===== config.mk =====
export PLATFORM = sky130hd
export DESIGN_NAME = outport_display
export DESIGN_NICKNAME = d
export VERILOG_FILES = /design/src/rtl/outport_display.sv
export SDC_FILE = /design/constraint.sdc
export NUM_CORES = 1
export LEC_CHECK = 0
export BUFFER_PORTS_ARGS = -buffer_cell sky130_fd_sc_hd__buf_2
export CAP_MARGIN = 0
export CORE_MARGIN = 3
export CORE_UTILIZATION = 35
export CTS_BUF_LIST = sky130_fd_sc_hd__clkbuf_4 sky130_fd_sc_hd__clkbuf_8
export CTS_CLUSTER_DIAMETER = 60
export DETAILED_ROUTE_END_ITERATION = 10
export GPL_TIMING_DRIVEN = 0
export HOLD_SLACK_MARGIN = 0.06
export SYNTH_ARGS = -nofsm -noshare
export SYNTH_HDL_FRONTEND = slang
export SYNTH_SLANG_ARGS = --single-unit

===== constraint.sdc =====
create_clock -name Clock -period 3.5 [get_ports Clock]
set_input_delay 0.175 -clock Clock [delete_from_list [all_inputs] [get_ports Clock]]
set_output_delay 0.175 -clock Clock [all_outputs]
set_load 0.03 [all_outputs]

===== src/rtl/outport_display.sv =====
// Output-port capture and multiplexed 7-segment scanner for the datapath's 32-bit output port.
// The displayed value changes only at frame boundaries, so a scan never mixes two values.
module outport_display #(
  parameter int unsigned DIGITS       = 8,
  parameter int unsigned REFRESH_DIV  = 50000,
  parameter int unsigned BLANK_CYCLES = 2,
  parameter int unsigned LZB_EN       = 1
) (
  input  logic              Clock,
  input  logic              Reset,
  input  logic              OutWrite,
  input  logic [31:0]       OutData,
  input  logic              Run,
  output logic [7:0]        SegOut,
  output logic [DIGITS-1:0] DigitSel,
  output logic [31:0]       ShownValue,
  output logic              FrameTick
);

  localparam int unsigned CNT_W = $clog2(REFRESH_DIV);
  localparam int unsigned IDX_W = (DIGITS > 1) ? $clog2(DIGITS) : 1;
  localparam int unsigned NIB_W = 4 * DIGITS;
  localparam int unsigned VAL_W = (NIB_W > 32) ? NIB_W : 32;

  logic [31:0]      pending;
  logic [CNT_W-1:0] slotCnt;
  logic [IDX_W-1:0] digitIdx;

  logic              slotEnd_c;
  logic              frameEnd_c;
  logic [VAL_W-1:0]  valExt_c;
  logic [DIGITS-1:0] leadZero_c;
  logic [3:0]        nibble_c;
  logic              digitBlank_c;
  logic [7:0]        segNext_c;
  logic [DIGITS-1:0] selNext_c;

  // Active-low {dp,g,f,e,d,c,b,a} pattern for one hex nibble, dp off.
  function automatic logic [7:0] hexSeg(input logic [3:0] n);
    logic [7:0] s;
    case (n)
      4'h0:    s = 8'hC0;
      4'h1:    s = 8'hF9;
      4'h2:    s = 8'hA4;
      4'h3:    s = 8'hB0;
      4'h4:    s = 8'h99;
      4'h5:    s = 8'h92;
      4'h6:    s = 8'h82;
      4'h7:    s = 8'hF8;
      4'h8:    s = 8'h80;
      4'h9:    s = 8'h90;
      4'hA:    s = 8'h88;
      4'hB:    s = 8'h83;
      4'hC:    s = 8'hC6;
      4'hD:    s = 8'hA1;
      4'hE:    s = 8'h86;
      default: s = 8'h8E;
    endcase
    return s;
  endfunction

  assign slotEnd_c  = (slotCnt == CNT_W'(REFRESH_DIV - 1));
  assign frameEnd_c = slotEnd_c && (digitIdx == IDX_W'(DIGITS - 1));

  // Nibbles past bit 31 read as zero when more than eight digits are scanned.
  assign valExt_c = VAL_W'(ShownValue);

  // leadZero_c[i] is set when nibble i and every nibble above it are zero.
  always_comb begin
    logic allZero;
    allZero    = 1'b1;
    leadZero_c = '0;
    for (int i = DIGITS - 1; i >= 0; i--) begin
      allZero       = allZero && (valExt_c[4*i +: 4] == 4'h0);
      leadZero_c[i] = allZero;
    end
  end

  // Select the nibble and blanking state of the digit currently being scanned.
  always_comb begin
    nibble_c     = 4'h0;
    digitBlank_c = 1'b0;
    for (int i = 0; i < int'(DIGITS); i++) begin
      if (digitIdx == IDX_W'(i)) begin
        nibble_c     = valExt_c[4*i +: 4];
        digitBlank_c = (LZB_EN != 0) && (i > 0) && leadZero_c[i];
      end
    end
  end

  // Next anode/segment drive; the first slot cycles keep everything dark.
  always_comb begin
    segNext_c = 8'hFF;
    selNext_c = '1;
    if (slotCnt >= CNT_W'(BLANK_CYCLES)) begin
      selNext_c = ~(DIGITS'(1) << digitIdx);
      if (!digitBlank_c) begin
        segNext_c    = hexSeg(nibble_c);
        segNext_c[7] = !(Run && (digitIdx == IDX_W'(0)));
      end
    end
  end

  always_ff @(posedge Clock or negedge Reset) begin
    if (!Reset) begin
      pending    <= '0;
      ShownValue <= '0;
      slotCnt    <= '0;
      digitIdx   <= '0;
      SegOut     <= 8'hFF;
      DigitSel   <= '1;
      FrameTick  <= 1'b0;
    end else begin
      if (OutWrite) begin
        pending <= OutData;
      end
      if (slotEnd_c) begin
        slotCnt  <= '0;
        digitIdx <= frameEnd_c ? '0 : digitIdx + IDX_W'(1);
      end else begin
        slotCnt <= slotCnt + CNT_W'(1);
      end
      // A write landing on the boundary edge is committed directly.
      if (frameEnd_c) begin
        ShownValue <= OutWrite ? OutData : pending;
      end
      FrameTick <= frameEnd_c;
      SegOut    <= segNext_c;
      DigitSel  <= selNext_c;
    end
  end

endmodule


==> results of run 1 <==
-- logic make-up (layout without fill, tap and decap cells) --
kind of cell / count (synthesis) / after routing / synth area share
flip-flops: 100 / 100 / 0.530
AO/OA/AOI/OAI: 58 / 58 / 0.0810
AND/OR/NAND/NOR: 115 / 115 / 0.129
multiplexers: 63 / 63 / 0.165
buffers and inverters: 34 / 166 / 0.0373
XOR/XNOR: 13 / 13 / 0.0239
adder cells (fa/ha/maj): 13 / 13 / 0.0342
-- critical path, delay by kind of cell, from the launching register on --
family,cells,cell delay [ns]
flip-flops,1,0.35
adder cells (fa/ha/maj),2,0.52
buffers and inverters,4,0.68
AND/OR/NAND/NOR,1,0.12
AO/OA/AOI/OAI,5,1.31
-- sequential cells by signal (all words and copies together), names as in the netlist --
| name | count |
|---|---|
| slotCnt | 16 |
| digitIdx | 3 |
| pending | 32 |
| DigitSel | 8 |
| SegOut | 8 |
| FrameTick | 1 |
| ShownValue | 32 |
-- per-layer routing --
metal  up-vias  wire length (µm)
met1      1715              4830
met3        14               595
li1       1657                 -
met4         0               154
met2        87              5380
met5         -                 0
-- where the power goes --
| part | internal (W) | total [W] | switching, W |
|---|---|---|---|
| sequential | 0.00122 | 0.00125 | 0.0000324 |
| clock | 0.000356 | 0.000758 | 0.000401 |
| combinational | 0.000129 | 0.000272 | 0.000143 |
| total | 0.00171 | 0.00228 | 0.000577 |
-- cell usage in the layout (no fill, tap or decap), drive strengths merged, types with 3 or more instances in the layout --
cell type	instances
a221o	3
nor3b	6
dfrtp	84
buf	100
nand3	14
nand4	4
nand2	36
nor4	8
o211ai	8
nor3	5
nor2	24
dfstp	16
xnor2	5
nor2b	3
mux2	61
ha	13
o21ai	19
clkbuf	14
xor2	8
o32ai	3
dlygate4sd3	32
or3	3
or4	3
a21oi	12
inv	17
-- final cells by class --
cell class / instances / area share
Sequential cell: 100 / 0.424
Multi-Input combinational cell: 262 / 0.346
Timing Repair Buffer: 116 / 0.129
Tap cell: 172 / 0.0362
Clock buffer: 10 / 0.0231
Buffer: 20 / 0.0210
Clock inverter: 6 / 0.0116
Inverter: 14 / 0.00884
-- worst paths after layout --
check | from | to | cells past startpoint | slack, ns
worst min register to register | pending[4] | pending[4] | 1 | 0.50
worst max register to register | digitIdx[2] | SegOut[0] | 12 | 0.41
min in group asynchronous | Reset | ShownValue[26] | 2 | 0.33
worst min-delay path | OutData[17] | pending[17] | 2 | 0.08
max in group asynchronous | Reset | DigitSel[3] | 3 | 2.46
worst max-delay path | digitIdx[2] | SegOut[0] | 12 | 0.41
-- metrics by stage --
stage	setup slack [ns]	std cells	hold slack [ns]
global placement	0.530	651	0.385
detailed placement	0.422	652	0.201
finish	0.409	700	0.0795
global route	0.124	700	0.0610
CTS	0.397	700	0.0604
floorplan	0.878	396	-0.121
==> flow_metrics.env, run 1 <==
export IMPL_clk_pin_slew_worst_paths_ns=0.09
export IMPL_antenna_found_initial=0
export IMPL_start_util=0.367
export IMPL_dpl_cell_area_um2=5420
export IMPL_rsz0062_at_grt="false"
export IMPL_relSlewSlack=0.447
export IMPL_vias_per_cell=4.96
export IMPL_arrival_ns=3.36
export IMPL_first_global_vias=3586
export IMPL_portBuffers=83
export IMPL_clk_latency_ns=0.37
export IMPL_worstSetupPathType="reg -> reg"
export IMPL_gp_congestion=0.790
export IMPL_yosysUniqueCellTypes=54
export IMPL_use_met3=0.0401
export IMPL_area_delta_synth_final_pct=24.9
export IMPL_ios=85
export IMPL_cts_root_buf="clkbuf_8"
export IMPL_die_h_um=123
export IMPL_clock_skew_ns=0.0148
export IMPL_multi_input_area_um2=2060
export IMPL_wl_um=11000
export IMPL_layout_drive_gt1_share=0.375
export IMPL_dp_hpwl_um=8240
export IMPL_ys_top_cells_by_area="dfrtp_1 44%, mux2_2 9.5%, dfstp_2 8.8%"
export IMPL_seq_area_um2=2520
export IMPL_ys_ff_latch=100
export IMPL_powerDensity_nw_per_um2=384
export IMPL_clk_path_buf_depth=2
export IMPL_drc_errors=0
export IMPL_overflow=0
export IMPL_avgSynthCellArea_um2=12.0
export IMPL_p_total_w=0.00228
export IMPL_period_share=0.883
export IMPL_numCtsBuffers=9
export IMPL_synth_common_cells="84 x dfrtp_1, 40 x mux2_2, 35 x nand2_1"
export IMPL_synth_ff_type="dfrtp_1"
export IMPL_use_met1=0.197
export IMPL_postRouteAntennaNets=0
export IMPL_critPathRequiredTime_ns=3.77
export IMPL_ys_async_sr_fraction=1.00
export IMPL_ir_drop_mv=0.235
export IMPL_final_setup_viol_count=0
export IMPL_vias=3473
export IMPL_final_nets=572
export IMPL_cp_cell_sequence="buf_2 -> inv_1 -> ha_1 -> buf_6 -> nor2b_1 -> o32ai_1 -> a21oi_1 -> o21ai_1 -> inv_1 -> ha_1 -> a2111oi_0 -> a31oi_1"
export IMPL_tritoncts="done"
export IMPL_synth_edf_count=0
export IMPL_syn_nets=445
export IMPL_dr_pass1_iters=4
export IMPL_clock_sinks=100
export IMPL_die_w_um=123
export IMPL_core_um2=13000
export IMPL_critPathLaunchType="flop"
export IMPL_end_kind="flop"
export IMPL_hold_viol=0
export IMPL_drv_slew=0
export IMPL_critPathMaxFanout=10
export IMPL_grtUsageMet2=0.258
export IMPL_tightest_slew_ns=0.822
export IMPL_grt_pass1_wl_um=18100
export IMPL_yosysTopAreaCell="dfrtp_1"
export IMPL_max_freq_ghz=0.324
export IMPL_cp_slowest_cell="a2111oi_0"
export IMPL_synth_area_um2=4760
export IMPL_drt_iter0_markers=155
export IMPL_fillers=1216
export IMPL_cpPeakStageDelay_ns=0.44
export IMPL_synth_most_common_cell="dfrtp_1"
export IMPL_synth_top_area_frac=0.442
export IMPL_finalCriticalPeriod_ns=3.09
export IMPL_grt_max_degree=58
export IMPL_netlist_instances=396
export IMPL_hold_class="in -> reg"
export IMPL_grt_busiest_layer="met2"
export IMPL_leakage_nw=2.77
export IMPL_postLayoutCellArea_um2=5950
export IMPL_cap_viol_max_count=0
export IMPL_dieArea_um2=15000
export IMPL_setup_tns_final_ns=0
export IMPL_cts_repair_timing_setup_buffer_count=0
export IMPL_placementRows=41
export IMPL_hold_buffers=32
export IMPL_yosysWarnings=0
export IMPL_antenna_cells=0
export IMPL_wl_per_cell_um=15.7
export IMPL_post_route_util=0.458
export IMPL_grt_total_usage=0.154
export IMPL_htreeDepth=3
export IMPL_status="finished, final reports clean"
export IMPL_synth_seq_area_share=0.530
export IMPL_ctsResizeCount=0
Note: power is estimated with default switching activity, not from simulation.
==> run 2, diff against run 1 <==
--- a/config.mk
+++ b/config.mk
@@ -14,6 +14,7 @@
 export DETAILED_ROUTE_END_ITERATION = 10
 export GPL_TIMING_DRIVEN = 0
 export HOLD_SLACK_MARGIN = 0.06
+export PLACE_DENSITY = 0.66
 export SYNTH_ARGS = -nofsm -noshare
 export SYNTH_HDL_FRONTEND = slang
 export SYNTH_SLANG_ARGS = --single-unit
==> flow_metrics.env, run 2 (synthesis gave the netlist of run 1 again) <==
export IMPL_drc_errors=0
export IMPL_multi_input_area_um2=2060
export IMPL_cts_root_buf="clkbuf_8"
export IMPL_drv_slew=0
export IMPL_relSlewSlack=0.414
export IMPL_p_switching_w=0.000553
export IMPL_grt_pass1_wl_um=17700
export IMPL_clock_skew_ns=0.0146
export IMPL_ios=85
export IMPL_leakage_nw=2.77
export IMPL_final_nets=574
export IMPL_die_w_um=123
export IMPL_setup_tns_final_ns=0
export IMPL_clock_sinks=100
export IMPL_clk_path_buf_depth=2
export IMPL_critPathMaxFanout=10
export IMPL_die_h_um=123
export IMPL_cts_repair_timing_setup_buffer_count=0
export IMPL_tightest_slew_ns=0.872
export IMPL_internal_power_w=0.00167
export IMPL_final_setup_viol_count=0
export IMPL_clk_pin_slew_worst_paths_ns=0.09
export IMPL_fillers=1213
export IMPL_period_share=0.871
export IMPL_antenna_cells=0
export IMPL_start_util=0.367
export IMPL_antenna_found_initial=0
export IMPL_finalCriticalPeriod_ns=3.05
export IMPL_rsz0062_at_grt="false"
export IMPL_overflow=0
export IMPL_critPathLaunchType="flop"
export IMPL_htreeDepth=3
export IMPL_vias=3495
export IMPL_critPathRequiredTime_ns=3.79
export IMPL_placementRows=41
export IMPL_ir_drop_mv=0.249
export IMPL_fin_cells=702
export IMPL_dr_pass1_iters=4
export IMPL_wl_um=10900
export IMPL_wl_per_cell_um=15.5
export IMPL_postRouteAntennaNets=0
export IMPL_mostFrequentLayoutCell="buf_2"
export IMPL_hold_buffers=34
export IMPL_final_cell_mix="89 x buf_2, 84 x dfrtp_1, 40 x mux2_2, 35 x nand2_1, 34 x dlygate4sd3_1"
export IMPL_end_kind="flop"
export IMPL_dieArea_um2=15000
export IMPL_hold_class="in -> reg"
export IMPL_layout_drive_gt1_share=0.372
export IMPL_grt_total_usage=0.152
export IMPL_clockPowerShare=0.314
export IMPL_gp_congestion=0.843
export IMPL_seq_area_um2=2520
export IMPL_first_global_vias=3487
export IMPL_core_um2=13000
export IMPL_power_frac_seq=0.563
export IMPL_worstSetupPathType="reg -> reg"
export IMPL_top_regs="ShownValue (32), pending (32), slotCnt (16)"
export IMPL_numCtsBuffers=9
export IMPL_powerDensity_nw_per_um2=374
export IMPL_cap_viol_max_count=0
export IMPL_clk_latency_ns=0.37
export IMPL_drt_iter0_markers=275
export IMPL_arrival_ns=3.34
export IMPL_portBuffers=83
export IMPL_hold_viol=0
export IMPL_vias_per_cell=4.98
export IMPL_dp_hpwl_um=8160
export IMPL_max_freq_ghz=0.328
export IMPL_tritoncts="done"
export IMPL_swShare=0.248
export IMPL_status="finished, final reports clean"
export IMPL_grt_max_degree=61
export IMPL_combPwrFrac=0.123
export IMPL_area_delta_synth_final_pct=25.1
export IMPL_placedCellCount=652
export IMPL_ctsResizeCount=0
## run 2: stage by stage
step / utilization / power (W) / worst slack (ns) / hold slack (ns) / area, µm²
3_3_place_gp: 0.415 / 0.00151 / 0.582 / 0.384 / 5390
2_1_floorplan: - / 0.00142 / 0.878 / -0.121 / 4760
5_1_grt: 0.459 / 0.00233 / 0.180 / 0.237 / 5950
3_5_place_dp: 0.418 / 0.00152 / 0.492 / 0.177 / 5420
4_1_cts: 0.459 / 0.00226 / 0.459 / 0.229 / 5950
6_report: 0.459 / 0.00223 / 0.451 / 0.240 / 5950
## run 2: path summary, 6_finish.rpt
check	start	end	slack (ns)	depth (start not counted)
setup reg to reg	digitIdx[2]	SegOut[4]	0.45	12
min in group asynchronous	Reset	ShownValue[27]	0.32	2
max in group asynchronous	Reset	DigitSel[7]	2.49	3
hold / removal	OutWrite	pending[0]	0.24	2
hold reg to reg	pending[0]	pending[0]	0.50	1
setup / recovery	digitIdx[2]	SegOut[4]	0.45	12
## run 2: critical path, stage by stage (launching register included)
cell and delay (ns):
dfrtp_1 0.36, buf_2 0.23, inv_1 0.15, ha_1 0.27
buf_6 0.15, nor2b_1 0.12, o32ai_1 0.25, a21oi_1 0.14
o21ai_1 0.32, inv_1 0.14, ha_1 0.26, mux2_4 0.28
a221o_1 0.29
## run 2: metal layers
layer  vias up  GRT usage  routed length (µm)
li1       1660          -                   -
met1      1729      0.190                4780
met3        19     0.0465                 611
met2        87      0.248                5290
met4         0     0.0581                 211
met5         -          0                   0
## run 2: layout make-up
cell class | count | share of cell area
sequential | 100 | 0.424
multi-input combinational | 262 | 0.346
timing repair buffer | 118 | 0.132
tap | 172 | 0.0361
clock buffer | 13 | 0.0290
buffer | 20 | 0.0210
inverter | 14 | 0.00883
clock inverter | 3 | 0.00336
## run 2: power groups by stage
stage	logic (W)	registers [W]	clock network, W
floorplan	0.000107	0.00132	0
global placement	0.000238	0.00127	0
detailed placement	0.000247	0.00128	0
CTS	0.000278	0.00125	0.000728
global route	0.000299	0.00126	0.000772
finish	0.000274	0.00125	0.000699
==> run 3, diff against run 2 <==
--- a/config.mk
+++ b/config.mk
@@ -9,11 +9,11 @@
 export CAP_MARGIN = 0
 export CORE_MARGIN = 3
 export CORE_UTILIZATION = 35
-export CTS_BUF_LIST = sky130_fd_sc_hd__clkbuf_4 sky130_fd_sc_hd__clkbuf_8
+export CTS_BUF_LIST = sky130_fd_sc_hd__clkbuf_8 sky130_fd_sc_hd__clkbuf_16
 export CTS_CLUSTER_DIAMETER = 60
 export DETAILED_ROUTE_END_ITERATION = 10
 export GPL_TIMING_DRIVEN = 0
-export HOLD_SLACK_MARGIN = 0.06
+export HOLD_SLACK_MARGIN = 0.05
 export PLACE_DENSITY = 0.66
 export SYNTH_ARGS = -nofsm -noshare
 export SYNTH_HDL_FRONTEND = slang
==> flow_metrics.env, run 3 (synthesis gave the netlist of run 1 again) <==
export IMPL_dpl_cell_area_um2=5420
export IMPL_start_util=0.367
export IMPL_die_w_um=123
export IMPL_arrival_ns=3.34
export IMPL_grt_max_degree=61
export IMPL_cp_slowest_cell="dfrtp_1"
export IMPL_dieArea_um2=15000
export IMPL_placedCellCount=652
export IMPL_overflow=0
export IMPL_rsz0062_at_grt="false"
export IMPL_multi_input_area_um2=2060
export IMPL_status="finished, final reports clean"
export IMPL_cts_root_buf="clkbuf_16"
export IMPL_antenna_found_initial=0
export IMPL_critPathRequiredTime_ns=3.76
export IMPL_gp_congestion=0.843
export IMPL_period_share=0.880
export IMPL_htreeDepth=3
export IMPL_core_um2=13000
export IMPL_clock_skew_ns=0.00991
export IMPL_fin_cells=670
export IMPL_clk_pin_slew_worst_paths_ns=0.07
export IMPL_ios=85
export IMPL_drc_errors=0
export IMPL_clock_sinks=100
export IMPL_worstSetupPathType="reg -> reg"
export IMPL_finalCriticalPeriod_ns=3.08
export IMPL_drt_iter0_markers=200
export IMPL_setup_tns_final_ns=0
export IMPL_layout_drive_gt1_share=0.394
export IMPL_critPathLaunchType="flop"
export IMPL_max_freq_ghz=0.325
export IMPL_final_nets=542
export IMPL_cap_viol_max_count=0
export IMPL_min_delay_start="OutData[0]"
export IMPL_hold_class="in -> reg"
export IMPL_area_delta_synth_final_pct=20.4
export IMPL_r2r_start="digitIdx[2]"
export IMPL_grt_total_usage=0.149
export IMPL_vias=3366
export IMPL_final_setup_viol_count=0
export IMPL_powerDensity_nw_per_um2=426
export IMPL_wl_um=10800
export IMPL_leakage_nw=2.69
export IMPL_cpPeakStageDelay_ns=0.36
export IMPL_tritoncts="done"
export IMPL_first_global_vias=3301
export IMPL_final_cell_mix="89 x buf_2, 84 x dfrtp_1, 40 x mux2_2, 35 x nand2_1, 24 x nor2_1"
export IMPL_antenna_cells=0
export IMPL_ir_drop_mv=0.284
export IMPL_postRouteAntennaNets=0
export IMPL_dp_hpwl_um=8160
export IMPL_top_regs="ShownValue (32), pending (32), slotCnt (16)"
export IMPL_drv_slew=0
export IMPL_cp_cell_sequence="buf_2 -> inv_1 -> ha_1 -> buf_6 -> nor2b_1 -> o32ai_1 -> a21oi_1 -> o21ai_1 -> inv_1 -> ha_1 -> mux2_4 -> a221o_1"
export IMPL_dr_pass1_iters=5
export IMPL_tightest_slew_ns=0.933
export IMPL_critPathMaxFanout=10
export IMPL_die_h_um=123
export IMPL_mostFrequentLayoutCell="buf_2"
export IMPL_portBuffers=83
export IMPL_numCtsBuffers=9
export IMPL_wl_per_cell_um=16.1
export IMPL_clk_path_buf_depth=2
export IMPL_postLayoutCellArea_um2=5730
export IMPL_hold_viol=0
export IMPL_end_kind="flop"
export IMPL_vias_per_cell=5.02
export IMPL_relSlewSlack=0.373
export IMPL_placementRows=41
export IMPL_setup_worst_path_start="digitIdx[2]"
export IMPL_grt_pass1_wl_um=17200
export IMPL_seq_area_um2=2520
export IMPL_fillers=1235
export IMPL_clk_latency_ns=0.34
[run 3: cell count changes in the layout (fill, tap and decap cells not counted)]
cell	previous run	this run
inv_1	14	15
clkbuf_8	12	3
clkbuf_16	0	9
dlygate4sd3_1	34	2
clkbuf_4	1	0
[run 3: critical path: cells and delay by family (launching register included)]
kind	cells	cell delay (ns)
AND/OR/NAND/NOR	1	0.12
buffers and inverters	4	0.69
adder cells (fa/ha/maj)	2	0.53
AO/OA/AOI/OAI	4	1.02
multiplexers	1	0.27
flip-flops	1	0.36
[run 3: repair_timing]
item / in CTS / in global routing
hold buffers: 2 / 0
gates resized for setup: 0 / 0
hold endpoints to repair: 26 / 0
buffers inserted: 0 / 0
[run 3: path summary, 6_finish.rpt]
check,endpoint,slack (ns),depth (start not counted)
worst min-delay path,pending[0],0.07,2
max in group asynchronous,DigitSel[7],2.46,3
min in group asynchronous,ShownValue[27],0.35,2
worst max-delay path,SegOut[4],0.42,12
worst min register to register,pending[0],0.49,1
worst max register to register,SegOut[4],0.42,12
[run 3: where the power goes]
| group | switching, W | total [W] | internal [W] |
|---|---|---|---|
| Clock | 0.000405 | 0.000941 | 0.000536 |
| Sequential | 0.0000330 | 0.00126 | 0.00122 |
| Combinational | 0.000139 | 0.000246 | 0.000107 |
[run 3: stage by stage]
stage	utilization	total power, W	setup slack, ns	hold WS [ns]
after floorplan	-	0.00142	0.878	-0.121
after detailed placement	0.418	0.00152	0.492	0.177
after global routing	0.442	0.00255	0.175	0.0678
final	0.442	0.00244	0.421	0.0739
after global placement	0.415	0.00151	0.582	0.384
after CTS	0.442	0.00247	0.453	0.0663
[run 3: layout make-up]
type | count | share of cell area
Sequential cell | 100 | 0.440
Multi-Input combinational cell | 262 | 0.359
Timing Repair Buffer | 86 | 0.0812
Clock buffer | 12 | 0.0465
Tap cell | 172 | 0.0376
Buffer | 20 | 0.0218
Inverter | 14 | 0.00917
Clock inverter | 4 | 0.00415
[run 3: metal layers]
layer  vias up  GRT usage  part of all wire
li1       1600          -                 -
met5         -          0                 0
met4         0     0.0546             0.014
met1      1657      0.192              0.44
met3        13     0.0447             0.060
met2        96      0.239              0.48
